## src/rtl/adc_lvds_capture_if.sv

```systemverilog
// Sample-word stream from the ADC capture block towards the DDR3 input FIFO.
interface adc_lvds_capture_if #(
    parameter int unsigned DATA_W = 128
);
    logic [DATA_W-1:0] o_data;
    logic              o_rdy;

    modport master (output o_data, output o_rdy);
    modport slave  (input  o_data, input  o_rdy);
endinterface

```

## src/rtl/adc_lvds_capture.sv

```systemverilog
// Burst acquisition for dual-channel serial ADCs: drives CNV_n/SCK strobes,
// deserialises the SDO lanes and emits one packed word per conversion.
module adc_lvds_capture #(
    parameter int unsigned N_LANES     = 8,
    parameter int unsigned SAMPLE_BITS = 16,
    parameter int unsigned CNV_CYCLES  = 2,
    parameter int unsigned CONV_CYCLES = 30,
    parameter int unsigned SCK_HALF    = 1
) (
    input  logic                   clk,
    input  logic                   rst,
    input  logic                   i_start,
    input  logic [31:0]            i_samples_count,
    input  logic                   i_debug_en,
    input  logic                   i_init_calib_complete,
    input  logic [N_LANES-1:0]     i_ADC_SDO,
    output logic [N_LANES/2-1:0]   o_ADC_SCK,
    output logic [N_LANES/2-1:0]   o_ADC_CNV_n,
    output logic                   o_finished,
    output logic                   o_start_led,
    adc_lvds_capture_if.master     fifo_if
);

    localparam int unsigned N_ADC   = N_LANES / 2;
    localparam int unsigned CNT_MAX = (CONV_CYCLES > CNV_CYCLES) ? CONV_CYCLES : CNV_CYCLES;
    localparam int unsigned CNT_W   = $clog2(CNT_MAX + 1);
    localparam int unsigned BIT_W   = $clog2(SAMPLE_BITS + 1);
    localparam int unsigned HALF_W  = $clog2(SCK_HALF + 1);

    typedef enum logic [2:0] {IDLE, CNV, WAIT, SHIFT, PUSH, DONE} state_t;

    typedef logic [N_LANES-1:0][SAMPLE_BITS-1:0] lanes_t;

    state_t              state_q, state_d;
    logic [CNT_W-1:0]    cnt_q, cnt_d;
    logic [BIT_W-1:0]    bit_q, bit_d;
    logic [HALF_W-1:0]   half_q, half_d;
    logic                phase_q, phase_d;      // 1: SCK high phase
    logic [31:0]         remaining_q, remaining_d;
    logic [31:0]         idx_q, idx_d;
    lanes_t              shreg_q, shreg_d;
    lanes_t              data_q, data_d;
    logic                sck_q, sck_d;
    logic                cap_q, cap_d;          // last cycle of a visible SCK high phase
    logic                cnv_n_q, cnv_n_d;
    logic                rdy_q, rdy_d;
    logic                fin_q, fin_d;
    logic                led_q, led_d;

    // State, counters and registered outputs.
    always_ff @(posedge clk or negedge rst) begin
        if (!rst) begin
            state_q     <= IDLE;
            cnt_q       <= '0;
            bit_q       <= '0;
            half_q      <= '0;
            phase_q     <= 1'b0;
            remaining_q <= '0;
            idx_q       <= '0;
            shreg_q     <= '0;
            data_q      <= '0;
            sck_q       <= 1'b0;
            cap_q       <= 1'b0;
            cnv_n_q     <= 1'b1;
            rdy_q       <= 1'b0;
            fin_q       <= 1'b0;
            led_q       <= 1'b0;
        end else begin
            state_q     <= state_d;
            cnt_q       <= cnt_d;
            bit_q       <= bit_d;
            half_q      <= half_d;
            phase_q     <= phase_d;
            remaining_q <= remaining_d;
            idx_q       <= idx_d;
            shreg_q     <= shreg_d;
            data_q      <= data_d;
            sck_q       <= sck_d;
            cap_q       <= cap_d;
            cnv_n_q     <= cnv_n_d;
            rdy_q       <= rdy_d;
            fin_q       <= fin_d;
            led_q       <= led_d;
        end
    end

    // Next-state sequencing and output decode; outputs lag the state by one cycle.
    always_comb begin
        state_d     = state_q;
        cnt_d       = cnt_q;
        bit_d       = bit_q;
        half_d      = half_q;
        phase_d     = phase_q;
        remaining_d = remaining_q;
        idx_d       = idx_q;
        shreg_d     = shreg_q;
        data_d      = data_q;

        unique case (state_q)
            IDLE: begin
                if (i_start && i_init_calib_complete) begin
                    remaining_d = i_samples_count;
                    idx_d       = '0;
                    cnt_d       = '0;
                    state_d     = (i_samples_count == 32'd0) ? DONE : CNV;
                end
            end
            CNV: begin
                if (cnt_q == CNT_W'(CNV_CYCLES - 1)) begin
                    cnt_d   = '0;
                    state_d = WAIT;
                end else begin
                    cnt_d = cnt_q + CNT_W'(1);
                end
            end
            WAIT: begin
                if (cnt_q == CNT_W'(CONV_CYCLES - 1)) begin
                    cnt_d   = '0;
                    bit_d   = '0;
                    half_d  = '0;
                    phase_d = 1'b1;
                    state_d = SHIFT;
                end else begin
                    cnt_d = cnt_q + CNT_W'(1);
                end
            end
            SHIFT: begin
                if (half_q == HALF_W'(SCK_HALF - 1)) begin
                    half_d = '0;
                    if (phase_q) begin
                        phase_d = 1'b0;
                    end else begin
                        phase_d = 1'b1;
                        if (bit_q == BIT_W'(SAMPLE_BITS - 1)) begin
                            phase_d = 1'b0;
                            state_d = PUSH;
                        end else begin
                            bit_d = bit_q + BIT_W'(1);
                        end
                    end
                end else begin
                    half_d = half_q + HALF_W'(1);
                end
            end
            PUSH: begin
                idx_d       = idx_q + 32'd1;
                remaining_d = remaining_q - 32'd1;
                cnt_d       = '0;
                state_d     = (remaining_q > 32'd1) ? CNV : DONE;
            end
            DONE: begin
                state_d = IDLE;
            end
            default: state_d = IDLE;
        endcase

        // Shift on the last cycle SCK is visibly high, so SDO has settled since the prior fall.
        if (cap_q) begin
            for (int unsigned v = 0; v < N_LANES; v++) begin
                shreg_d[v] = {shreg_q[v][SAMPLE_BITS-2:0], i_ADC_SDO[v]};
            end
        end

        if (state_q == PUSH) begin
            for (int unsigned v = 0; v < N_LANES; v++) begin
                data_d[v] = i_debug_en ? (SAMPLE_BITS'(idx_q) + SAMPLE_BITS'(v)) : shreg_q[v];
            end
        end

        sck_d   = (state_q == SHIFT) && phase_q;
        cap_d   = (state_q == SHIFT) && phase_q && (half_q == HALF_W'(SCK_HALF - 1));
        cnv_n_d = (state_q != CNV);
        rdy_d   = (state_q == PUSH);
        fin_d   = (state_q == DONE);
        led_d   = (state_q == CNV) || (state_q == WAIT) || (state_q == SHIFT) || (state_q == PUSH);
    end

    assign o_ADC_SCK      = {N_ADC{sck_q}};
    assign o_ADC_CNV_n    = {N_ADC{cnv_n_q}};
    assign o_finished     = fin_q;
    assign o_start_led    = led_q;
    assign fifo_if.o_data = data_q;
    assign fifo_if.o_rdy  = rdy_q;

endmodule
```

## src/flat_wrapper.sv

```systemverilog
// flat-port wrapper written by rule: the top's interface ports become plain ports
module adc_lvds_capture_flat 
#(
    parameter int unsigned N_LANES     = 8,
    parameter int unsigned SAMPLE_BITS = 16,
    parameter int unsigned CNV_CYCLES  = 2,
    parameter int unsigned CONV_CYCLES = 30,
    parameter int unsigned SCK_HALF    = 1
)
  (clk, rst, i_start, i_samples_count, i_debug_en, i_init_calib_complete, i_ADC_SDO, o_ADC_SCK, o_ADC_CNV_n, o_finished, o_start_led, fifo_if_o_data, fifo_if_o_rdy);
  adc_lvds_capture_if fifo_if_i ();
  input  logic clk;
  input  logic rst;
  input  logic i_start;
  input  logic [31:0] i_samples_count;
  input  logic i_debug_en;
  input  logic i_init_calib_complete;
  input  logic [N_LANES-1:0] i_ADC_SDO;
  output logic [N_LANES/2-1:0] o_ADC_SCK;
  output logic [N_LANES/2-1:0] o_ADC_CNV_n;
  output logic o_finished;
  output logic o_start_led;
  output wire logic [$bits(fifo_if_i.o_data)-1:0] fifo_if_o_data;
  output wire logic [$bits(fifo_if_i.o_rdy)-1:0] fifo_if_o_rdy;
  assign fifo_if_o_data = fifo_if_i.o_data;
  assign fifo_if_o_rdy = fifo_if_i.o_rdy;
  adc_lvds_capture #(.N_LANES(N_LANES), .SAMPLE_BITS(SAMPLE_BITS), .CNV_CYCLES(CNV_CYCLES), .CONV_CYCLES(CONV_CYCLES), .SCK_HALF(SCK_HALF)) u_core (.clk(clk), .rst(rst), .i_start(i_start), .i_samples_count(i_samples_count), .i_debug_en(i_debug_en), .i_init_calib_complete(i_init_calib_complete), .i_ADC_SDO(i_ADC_SDO), .o_ADC_SCK(o_ADC_SCK), .o_ADC_CNV_n(o_ADC_CNV_n), .o_finished(o_finished), .o_start_led(o_start_led), .fifo_if(fifo_if_i));
endmodule
```

## config.mk

```make
export PLATFORM = sky130hd
export DESIGN_NAME = adc_lvds_capture_flat
export DESIGN_NICKNAME = d
export VERILOG_FILES = /design/src/rtl/adc_lvds_capture_if.sv /design/src/rtl/adc_lvds_capture.sv /design/src/flat_wrapper.sv
export SDC_FILE = /design/constraint.sdc
export NUM_CORES = 1
export LEC_CHECK = 0
export CAP_MARGIN = 20
export CORE_ASPECT_RATIO = 0.7
export CORE_MARGIN = 5
export CORE_UTILIZATION = 40
export CTS_BUF_LIST = sky130_fd_sc_hd__clkbuf_2 sky130_fd_sc_hd__clkbuf_4 sky130_fd_sc_hd__clkbuf_8
export DETAILED_ROUTE_END_ITERATION = 16
export DONT_BUFFER_PORTS = 1
export HOLD_SLACK_MARGIN = 0.05
export PLACE_DENSITY = 0.63
export SLEW_MARGIN = 20
export SYNTH_ARGS = -nofsm -noshare
export SYNTH_HDL_FRONTEND = slang
export SYNTH_SLANG_ARGS = --single-unit
```

## constraint.sdc

```tcl
create_clock -name clk -period 2.51 [get_ports clk]
set_clock_uncertainty 0.05 [all_clocks]
set_input_delay 0.753 -clock clk [delete_from_list [all_inputs] [get_ports clk]]
set_output_delay 0.753 -clock clk [all_outputs]
set_load 0.02 [all_outputs]
```

# After elaboration in Yosys (flattened, before gate mapping)
# Cells that the tools add are included.
# Widths: inputs -> output; s select.
# classes
addsub	12
n_mul	0
div	0
n_lt_le_gt_ge	1
n_eq_ne	16
shifts	0
muxes	38
bitwise	1
n_reduce_logical	17
# ops
cell	count
$mux 16	8
$pmux 32 s2	2
$add 16x3->16 const B	4
$mux 32	2
$mux 5	7
$add 16x2->16 const B	2
$add 32x1->32 const B	1
$gt 32x1->1 const B	1
$logic_not 32->1	1
$sub 32x1->32 const B	1
$mux 3	8
$pmux 5 s4	1
$add 16x1->16 const B	1
$pmux 3 s5	1
$add 5x1->5 const B	2
$pmux 5 s2	1
$ne 2x1->1 const B	4
$eq 3x2->1 const B	2
$eq 3x3->1 const B	2
$mux 1	6
$ne 2x2->1 const B	3
$reduce_and 2->1	3
$reduce_and 6->1	1
$eq 5x1->1 const B	1
14 further kinds	20
# word_totals
reg_bits	341
latch_bits	0
mem_bits_rw	0
mem_bits_ro	0
in_bits	45
out_inout_bits	139
word_cells	114
mem_count	0

# Longest topological paths before layout
# Gate-level depths: netlist (run 1).
# depth
depth_word	5
depth_mapped	9
ltp_nobuf	8

# Worst setup path before layout (run 1)
# OpenSTA, ideal clock, no wires.
# synth_timing
kind	register -> register
startpoint	register u_core.idx_q[2]
endpoint	register u_core.data_q (netlist bit u_core.fifo_if.o_data[111])
setup_time_ps	83
t_arrival_ps	2131
required_time_ps	2377
setup_slack_ps	246
path_stages_with_launch	9
synth_period_minus_slack_ps	2264
path_cell_list	dfrtp_1 clkbuf_1 inv_1 ha_1 buf_2 or3_1 nor3_1 mux2_2 o21ai_0
# synth_between
elab_chain_len	2
# synth_rtl
element	line_no	text
start: declaration	adc_lvds_capture.sv:40	logic [31:0] idx_q, idx_d;
start signal: assignment	adc_lvds_capture.sv:75	idx_q <= idx_d;
$add 16x3->16	adc_lvds_capture.sv:166	data_d[v] = i_debug_en ? (SAMPLE_BITS'(idx_q) + SAMPLE_BITS'(v)) : shreg_q[v];
$mux 16	adc_lvds_capture.sv:166	
end signal: assignment	adc_lvds_capture.sv:77	data_q <= data_d;
end: declaration	adc_lvds_capture.sv:42	lanes_t data_q, data_d;
# Every way passes these cells.
# A chain may end at the register's enable or synchronous reset.

# Worst setup path in the final report (run 1)
# layout_timing
startpoint	register u_core.idx_q[2]
endpoint	register u_core.data_q (netlist bit u_core.fifo_if.o_data[78])
# The elaborated chain is that of the path after synthesis.

==> flow_summary.yaml, run 1 <==
route:
  drc: 0
  wl_per_cell_um: 22.9
  vias_per_cell: 5.72
  dr.pass1.iters: 5
  via_count: 12100
  wirelength_um: 48400
  ant_nets: 0
  drtIter0Drc: 1008
worst_setup_path:
  crit_arrival_ns: 2.79
  critPathKind: "reg -> reg"
  required_ns: 2.97
  end_kind: "flop"
  worstPathMaxFanout: 10
  cp-start-kind: "flop"
synth:
  synth-seq-area-share: 0.512
  ys_types: 62
  yosysTopAreaCellShare: 0.510
  synth.most_common_cell: "dfrtp_1"
  yosysTopAreaCell: "dfrtp_1"
  synth_edf_count: 0
  yosysWarnings: 0
  syn-cell-area_sq_um: 15800
  synth_area_per_cell_sq_um: 10.3
  ys_seq_elements: 323
  synthCells: 1538
  synth_commonest_cells: "dfrtp_1 (322), o21ai_0 (179), nand2_1 (178), mux2_2 (153), a21oi_1 (82)"
  async_flop_share: 1.00
  synth_nets: 1598
  synth_ff_type: "dfrtp_1"
  synth_area_leaders: "dfrtp_1 (51%), mux2_2 (11%), o21ai_0 (5.7%)"
outcome:
  violations: "negative hold slack"
  outcome: "complete, but fails checks"
floorplan:
  floorplan.rows: 60
  core-area_sq_um: 38700
  pin_count: 184
  initial_core_util: 0.408
  dieWidth_um: 248
  die_area_sq_um: 43600
  die_h_um: 176
finish:
  fin_area_sq_um: 17800
  layout.nets: 1601
  drive_above_1_share: 0.212
  area_growth_pct: 12.9
  antenna_cells: 0
placement:
  dpl_worst_slack_ns: 0.0866
  place_congestion: 0.946
  place_area_sq_um: 16600
  hpwl_um: 33400
  portBuffers: 0
global_route:
  grt_pass1_vias: 11900
  grt_pass1_wl_um: 73600
  grt-ovfl-total: 0
  grt_max_degree: 324
  grt.total_usage: 0.217
  antenna_found_initial: 1
flow_run:
  maxCapViolations: 0
sta:
  tns_ns: 0
  slew_viol_final: 0
  fin_hold_ws_ns: -0.220
  fin_ws_ns: 0.184
  hold_viol_final: 322
  worst_slew_pin_slew_ns: 0.975
  rsz0062_at_grt: "false"
  post-route-period-util: 0.927
  fin_crit_ns: 2.33
  max_freq_mhz: 430
  slew_headroom: 0.348
  setup_viol: 0
clock_network:
  post_cts_buffers: 0
  htree_levels: 2
  clockBufferDepth: 3
  cts-root-buf: "clkbuf_8"
  cts.clk_slew.worst_paths_ns: 0.07
  clock_latency_ns: 0.62
  cts_tree: "done"
  cts_made_buffers: 53
  clock-sinks: 323
power:
  ir_drop_mv: 0.342
  power.leakage_nw: 7.78
  total_power_mw: 11.3
  power.density_nw_per_um2: 631
worst_hold_path:
  hold_class: "in -> async"
-- power by group --
group          internal [mW]  total (mW)  switching [mW]
Clock                   3.15        5.41            2.26
Combinational          0.148       0.290           0.142
Sequential              5.34        5.56           0.220
Total                   8.64        11.3            2.62
-- metal layers --
layer / GRT usage / part of all wire
met2: 0.299 / 0.41
met5: 0 / 0.00058
met1: 0.322 / 0.45
met3: 0.0766 / 0.11
met4: 0.0622 / 0.026
-- state kept, by name, summed over array words and instances, names as in the netlist --
signal,cells
u_core.bit_q,5
u_core.cap_q,1
u_core.cnt_q,5
u_core.cnv_n_q,1
u_core.fifo_if.o_data,128
u_core.fifo_if.o_rdy,1
u_core.idx_q,16
u_core.o_finished,1
u_core.o_start_led,1
u_core.phase_q,1
u_core.remaining_q,32
u_core.shreg_q,128
u_core.state_q,3
-- what timing repair did --
item | CTS | global route
gates resized for setup | 0 | 1
hold endpoints to repair | 323 | 322
setup endpoints to repair | 0 | 3
-- metrics by stage --
step           cells   util
2_1_floorplan   1538      -
3_5_place_dp    2013  0.428
6_report        2111  0.461
4_1_cts         2111  0.461
3_3_place_gp    2013  0.428
5_1_grt         2111  0.461
-- critical path, stage by stage, from the launching register on --
cell and delay (ns):
dfrtp_1 0.46, ha_1 0.41, nand3_1 0.27, nor3_1 0.42
buf_4 0.18, xor2_1 0.14, nor2_1 0.09, o21ai_0 0.20
-- path summary, 6_finish.rpt --
path                       cells after the start  slack (ns)                        end               start
hold / removal                                 0       -0.22         u_core.shreg_q[96]                 rst
hold reg to reg                                1        0.45         u_core.shreg_q[31]  u_core.shreg_q[31]
setup reg to reg                               7        0.18  u_core.fifo_if.o_data[78]     u_core.idx_q[2]
min in group clk                               2        0.22      u_core.remaining_q[3]  i_samples_count[3]
setup / recovery                               7        0.18  u_core.fifo_if.o_data[78]     u_core.idx_q[2]
max in group asynchronous                      0        2.18               u_core.cap_q                 rst
-- cell type report --
type / count / area, sq um
multi-input combinational: 1079 / 7150
clock buffer: 80 / 1030
timing repair buffer: 71 / 646
clock inverter: 18 / 223
tap: 527 / 659
inverter: 13 / 48.8
sequential: 323 / 8090
fill: 3677 / 20900
-- cells by family after synthesis --
kind of cell | share of synthesized area
AND/OR/NAND/NOR | 0.127
adder cells (fa/ha/maj) | 0.0119
multiplexers | 0.149
XOR/XNOR | 0.0333
buffers and inverters | 0.0367
AO/OA/AOI/OAI | 0.130
flip-flops | 0.512
-- cells in the final DEF, fill, tap and decap left out, types with 15 or more instances in the layout --
| cell type | count |
|---|---|
| a21oi_1 | 82 |
| buf_4 | 62 |
| clkbuf_8 | 69 |
| dfrtp_1 | 321 |
| ha_1 | 15 |
| mux2_2 | 153 |
| mux2i_1 | 63 |
| nand2_1 | 177 |
| nand3_1 | 32 |
| nor2_1 | 80 |
| nor3_1 | 40 |
| nor4_1 | 15 |
| o21ai_0 | 179 |
| o22ai_1 | 23 |
| xnor2_1 | 32 |
| xor2_1 | 28 |
No activity file was read; power rests on OpenSTA's default activity.
==> run 2, diff against run 1 <==
CELL_PAD_IN_SITES_DETAIL_PLACEMENT = 1   (was not set)
CELL_PAD_IN_SITES_GLOBAL_PLACEMENT = 1   (was not set)
PLACE_DENSITY = 0.75   (was 0.63)
clock period = 2.75 ns   (was 2.51 ns; I/O delays follow)
==> flow_summary.yaml, run 2 (synthesis results as in run 1) <==
outcome:
  outcome: "complete, but fails checks"
  violations: "negative hold slack, max-slew violations"
worst_setup_path:
  cp-start-kind: "flop"
  rr_endpoint: "u_core.fifo_if.o_data[87]"
  critPathKind: "reg -> reg"
  crit_arrival_ns: 2.99
  end_kind: "flop"
  worst-r2r-setup-slack_ns: 0.25
  r2r_start: "u_core.idx_q[4]"
  worstPathMaxFanout: 14
  required_ns: 3.24
  rr_worst_depth: 4
route:
  dr.pass1.iters: 5
  via_count: 12300
  ant_nets: 0
  vias_per_cell: 5.88
  wirelength_um: 51400
  drc: 0
  drtIter0Drc: 1023
  wl_per_cell_um: 24.7
finish:
  fillers: 4307
  antenna_cells: 0
  multi_input_area_sq_um: 7150
  area_growth_pct: 11.1
  drive_above_1_share: 0.198
  final_core_util: 0.453
  final_cell_mix: "dfrtp_1 (321), o21ai_0 (179), nand2_1 (177), mux2_2 (153), a21oi_1 (82)"
  layout.nets: 1578
  final_cell_count_no_fill: 2084
  regArea_sq_um: 8090
  final_common_cell: "dfrtp_1"
sta:
  post-route-period-util: 0.908
  rsz0062_at_grt: "false"
  slew_headroom: -0.0255
  setup_viol: 0
  hold_viol_final: 52
  fin_hold_ws_ns: -0.130
  tns_ns: 0
  max_freq_mhz: 400
  fin_crit_ns: 2.50
  slew_viol_final: 74
  worst_slew_pin_slew_ns: 1.54
  fin_ws_ns: 0.252
clock_network:
  cts_resized: 0
  cts-root-buf: "clkbuf_8"
  cts.clk_slew.worst_paths_ns: 0.07
  htree_levels: 2
  post_cts_buffers: 0
  clock_latency_ns: 0.61
  clock-sinks: 323
  cts_tree: "done"
  clockBufferDepth: 3
  cts_made_buffers: 51
worst_hold_path:
  hold_class: "in -> async"
power:
  switching_share: 0.237
  power.leakage_nw: 7.61
  switching_power_mw: 2.36
  power.density_nw_per_um2: 567
  ir_drop_mv: 0.300
  p_comb_frac: 0.028
  p_clk_frac: 0.462
  internal_power_mw: 7.60
  pwr-share-seq: 0.510
floorplan:
  floorplan.rows: 60
  die_area_sq_um: 43600
  dieWidth_um: 248
  core-area_sq_um: 38700
  pin_count: 184
  die_h_um: 176
  initial_core_util: 0.408
global_route:
  grt.total_usage: 0.232
  grt_pass1_vias: 12800
  grt-ovfl-total: 0
  grt_max_degree: 324
  antenna_found_initial: 1
  grt_pass1_wl_um: 79200
placement:
  dpl_worst_slack_ns: 0.271
  portBuffers: 0
  hpwl_um: 35600
  place_congestion: 0.884
  placedCellCount: 1992
flow_run:
  maxCapViolations: 0
-- run 2: changes by cell type in the layout (fill, tap and decap cells not counted), sizes merged --
cell	previous run	this run
clkbuf	80	79
buf	71	50
bufinv	5	3
inv	12	13
clkinv	11	7
-- run 2: final cells by class --
type                    instances  share of cell area
clock buffers                  79              0.0566
clock inverters                13             0.00862
inverters                      13             0.00278
multi-input cells            1079               0.407
flip-flops and latches        323               0.461
well taps                     527              0.0376
repair buffers                 50              0.0264
-- run 2: worst max-delay path, cell delays in order (launching register included) --
cell	delay, ns
dfrtp_1	0.67
and4_1	0.36
nand2_1	0.38
o311ai_0	0.76
o21a_1	0.21
-- run 2: power groups by stage --
stage               combinational, mW  sequential [mW]  clock [mW]
floorplan                       0.235             5.10           0
global placement                0.261             5.16           0
detailed placement              0.274             5.17           0
CTS                             0.277             5.08        4.72
global route                    0.306             5.09        4.95
finish                          0.275             5.08        4.61
-- run 2: per-layer routing --
layer	vias up	share of wire	global-route usage
met5	-	0.00025	0
met4	2	0.023	0.0578
met3	86	0.094	0.0857
met2	380	0.44	0.344
met1	6381	0.44	0.324
li1	5412	-	-
-- run 2: worst max-delay path by stage --
stage	from	to	slack (ns)	depth (start not counted)
final	u_core.idx_q[4]	u_core.fifo_if.o_data[87]	0.25	4
after global routing	u_core.idx_q[4]	u_core.fifo_if.o_data[87]	0.20	4
after CTS	u_core.idx_q[4]	u_core.fifo_if.o_data[87]	0.39	4
after detailed placement	i_debug_en	u_core.fifo_if.o_data[55]	0.27	4
after global placement	i_debug_en	u_core.fifo_if.o_data[55]	0.28	4
after floorplan	u_core.idx_q[2]	u_core.fifo_if.o_data[111]	0.49	8
-- run 2: per-stage QoR --
step | total power [mW] | area, sq um | hold WS (ns)
final | 9.96 | 17600 | -0.130
after CTS | 10.1 | 17600 | -0.164
after global routing | 10.3 | 17600 | -0.155
after global placement | 5.42 | 16400 | 0.432
after detailed placement | 5.44 | 16400 | 0.450
after floorplan | 5.34 | 15800 | 0.423
==> run 3, diff against run 2 <==
CORE_ASPECT_RATIO = not set   (was 0.7)
==> flow_summary.yaml, run 3 (synthesis results as in run 1) <==
floorplan:
  die_area_sq_um: 43600
  floorplan.rows: 72
  initial_core_util: 0.407
  die_h_um: 209
  core-area_sq_um: 38800
  pin_count: 184
  dieWidth_um: 209
route:
  drtIter0Drc: 908
  ant_nets: 0
  via_count: 12200
  dr.pass1.iters: 5
  wl_per_cell_um: 24.5
  drc: 0
  wirelength_um: 51400
  vias_per_cell: 5.83
finish:
  final_common_cell: "dfrtp_1"
  drive_above_1_share: 0.208
  layout.nets: 1589
  antenna_cells: 0
  final_cell_mix: "dfrtp_1 (321), o21ai_0 (179), nand2_1 (177), mux2_2 (153), a21oi_1 (82)"
  fin_area_sq_um: 17800
  final_core_util: 0.458
  area_growth_pct: 12.4
  fillers: 4255
  final_cell_count_no_fill: 2094
worst_setup_path:
  worst-r2r-setup-slack_ns: 0.31
  cp-start-kind: "flop"
  critPathKind: "reg -> reg"
  end_kind: "flop"
  path_cells: "and4_1, nand2_1, nor3_1, mux2_2, o21ai_0"
  worstPathMaxFanout: 14
  required_ns: 3.21
  crit_path_max_incr_delay_ns: 0.60
  crit_arrival_ns: 2.90
  cp_slowest_cell: "dfrtp_1"
placement:
  place_area_sq_um: 16400
  dpl_worst_slack_ns: 0.214
  place_congestion: 0.940
  portBuffers: 0
  hpwl_um: 35100
  placedCellCount: 1988
sta:
  hold_viol_final: 61
  post-route-period-util: 0.888
  rsz0062_at_grt: "false"
  slew_headroom: 0.283
  fin_crit_ns: 2.44
  max_freq_mhz: 409
  slew_viol_final: 0
  tns_ns: 0
  fin_ws_ns: 0.308
  fin_hold_ws_ns: -0.107
  setup_viol: 0
  worst_slew_pin_slew_ns: 1.07
outcome:
  violations: "negative hold slack"
  outcome: "complete, but fails checks"
power:
  power.density_nw_per_um2: 592
  power.leakage_nw: 7.75
  switching_share: 0.229
  internal_power_mw: 8.11
  pwr-share-seq: 0.483
  p_clk_frac: 0.492
  ir_drop_mv: 0.348
  switching_power_mw: 2.41
  total_power_mw: 10.5
  p_comb_frac: 0.025
global_route:
  grt.total_usage: 0.230
  grt-ovfl-total: 0
  grt_pass1_vias: 13000
  antenna_found_initial: 1
  grt_pass1_wl_um: 80200
  grt_max_degree: 324
clock_network:
  clock-sinks: 323
  cts-root-buf: "clkbuf_8"
  htree_levels: 2
  cts.clk_slew.worst_paths_ns: 0.07
  cts_made_buffers: 57
  clockBufferDepth: 3
  clock_latency_ns: 0.60
  cts_tree: "done"
flow_run:
  maxCapViolations: 0
worst_hold_path:
  hold_class: "in -> async"
[run 3: final cells by class]
cell class | instances | area, sq um | share of cell area
sequential | 323 | 8090 | 0.455
multi-input combinational | 1079 | 7150 | 0.403
clock buffer | 93 | 1190 | 0.0668
tap | 518 | 648 | 0.0365
timing repair buffer | 55 | 475 | 0.0268
clock inverter | 13 | 168 | 0.00944
inverter | 13 | 48.8 | 0.00275
[run 3: repair_timing]
item	4_1_cts	5_1_grt
endpoints found under the setup margin	0	0
buffers inserted	0	0
gates resized for setup	0	0
hold endpoints to repair	322	322
[run 3: path summary, 6_finish.rpt]
check,endpoint,depth (start not counted),start
worst max register to register,u_core.fifo_if.o_data[91],5,u_core.idx_q[5]
worst max-delay path,u_core.fifo_if.o_data[91],5,u_core.idx_q[5]
worst min register to register,u_core.shreg_q[47],1,u_core.shreg_q[47]
min in group clk,u_core.remaining_q[3],2,i_samples_count[3]
max in group asynchronous,u_core.cap_q,0,rst
worst min-delay path,u_core.shreg_q[96],0,rst
[run 3: critical path: cells and delay by family (launching register included)]
kind | cells | cell delay (ns)
muxes | 1 | 0.37
DFF | 1 | 0.60
AOI/OAI and AO/OA | 1 | 0.15
and+or+nand+nor | 3 | 1.17
[run 3: power by group through the flow]
stage | clock network (mW) | logic [mW] | registers [mW]
3_3_place_gp | 0 | 0.256 | 5.16
5_1_grt | 5.53 | 0.301 | 5.09
2_1_floorplan | 0 | 0.235 | 5.10
4_1_cts | 5.28 | 0.271 | 5.08
6_report | 5.17 | 0.268 | 5.08
3_5_place_dp | 0 | 0.270 | 5.17
[run 3: metal layers]
layer	GRT usage	wire length [um]	vias up
met5	0	0	-
met4	0.0826	1960	0
met3	0.0592	3630	112
met2	0.357	23400	383
met1	0.313	22400	6255
li1	-	-	5450
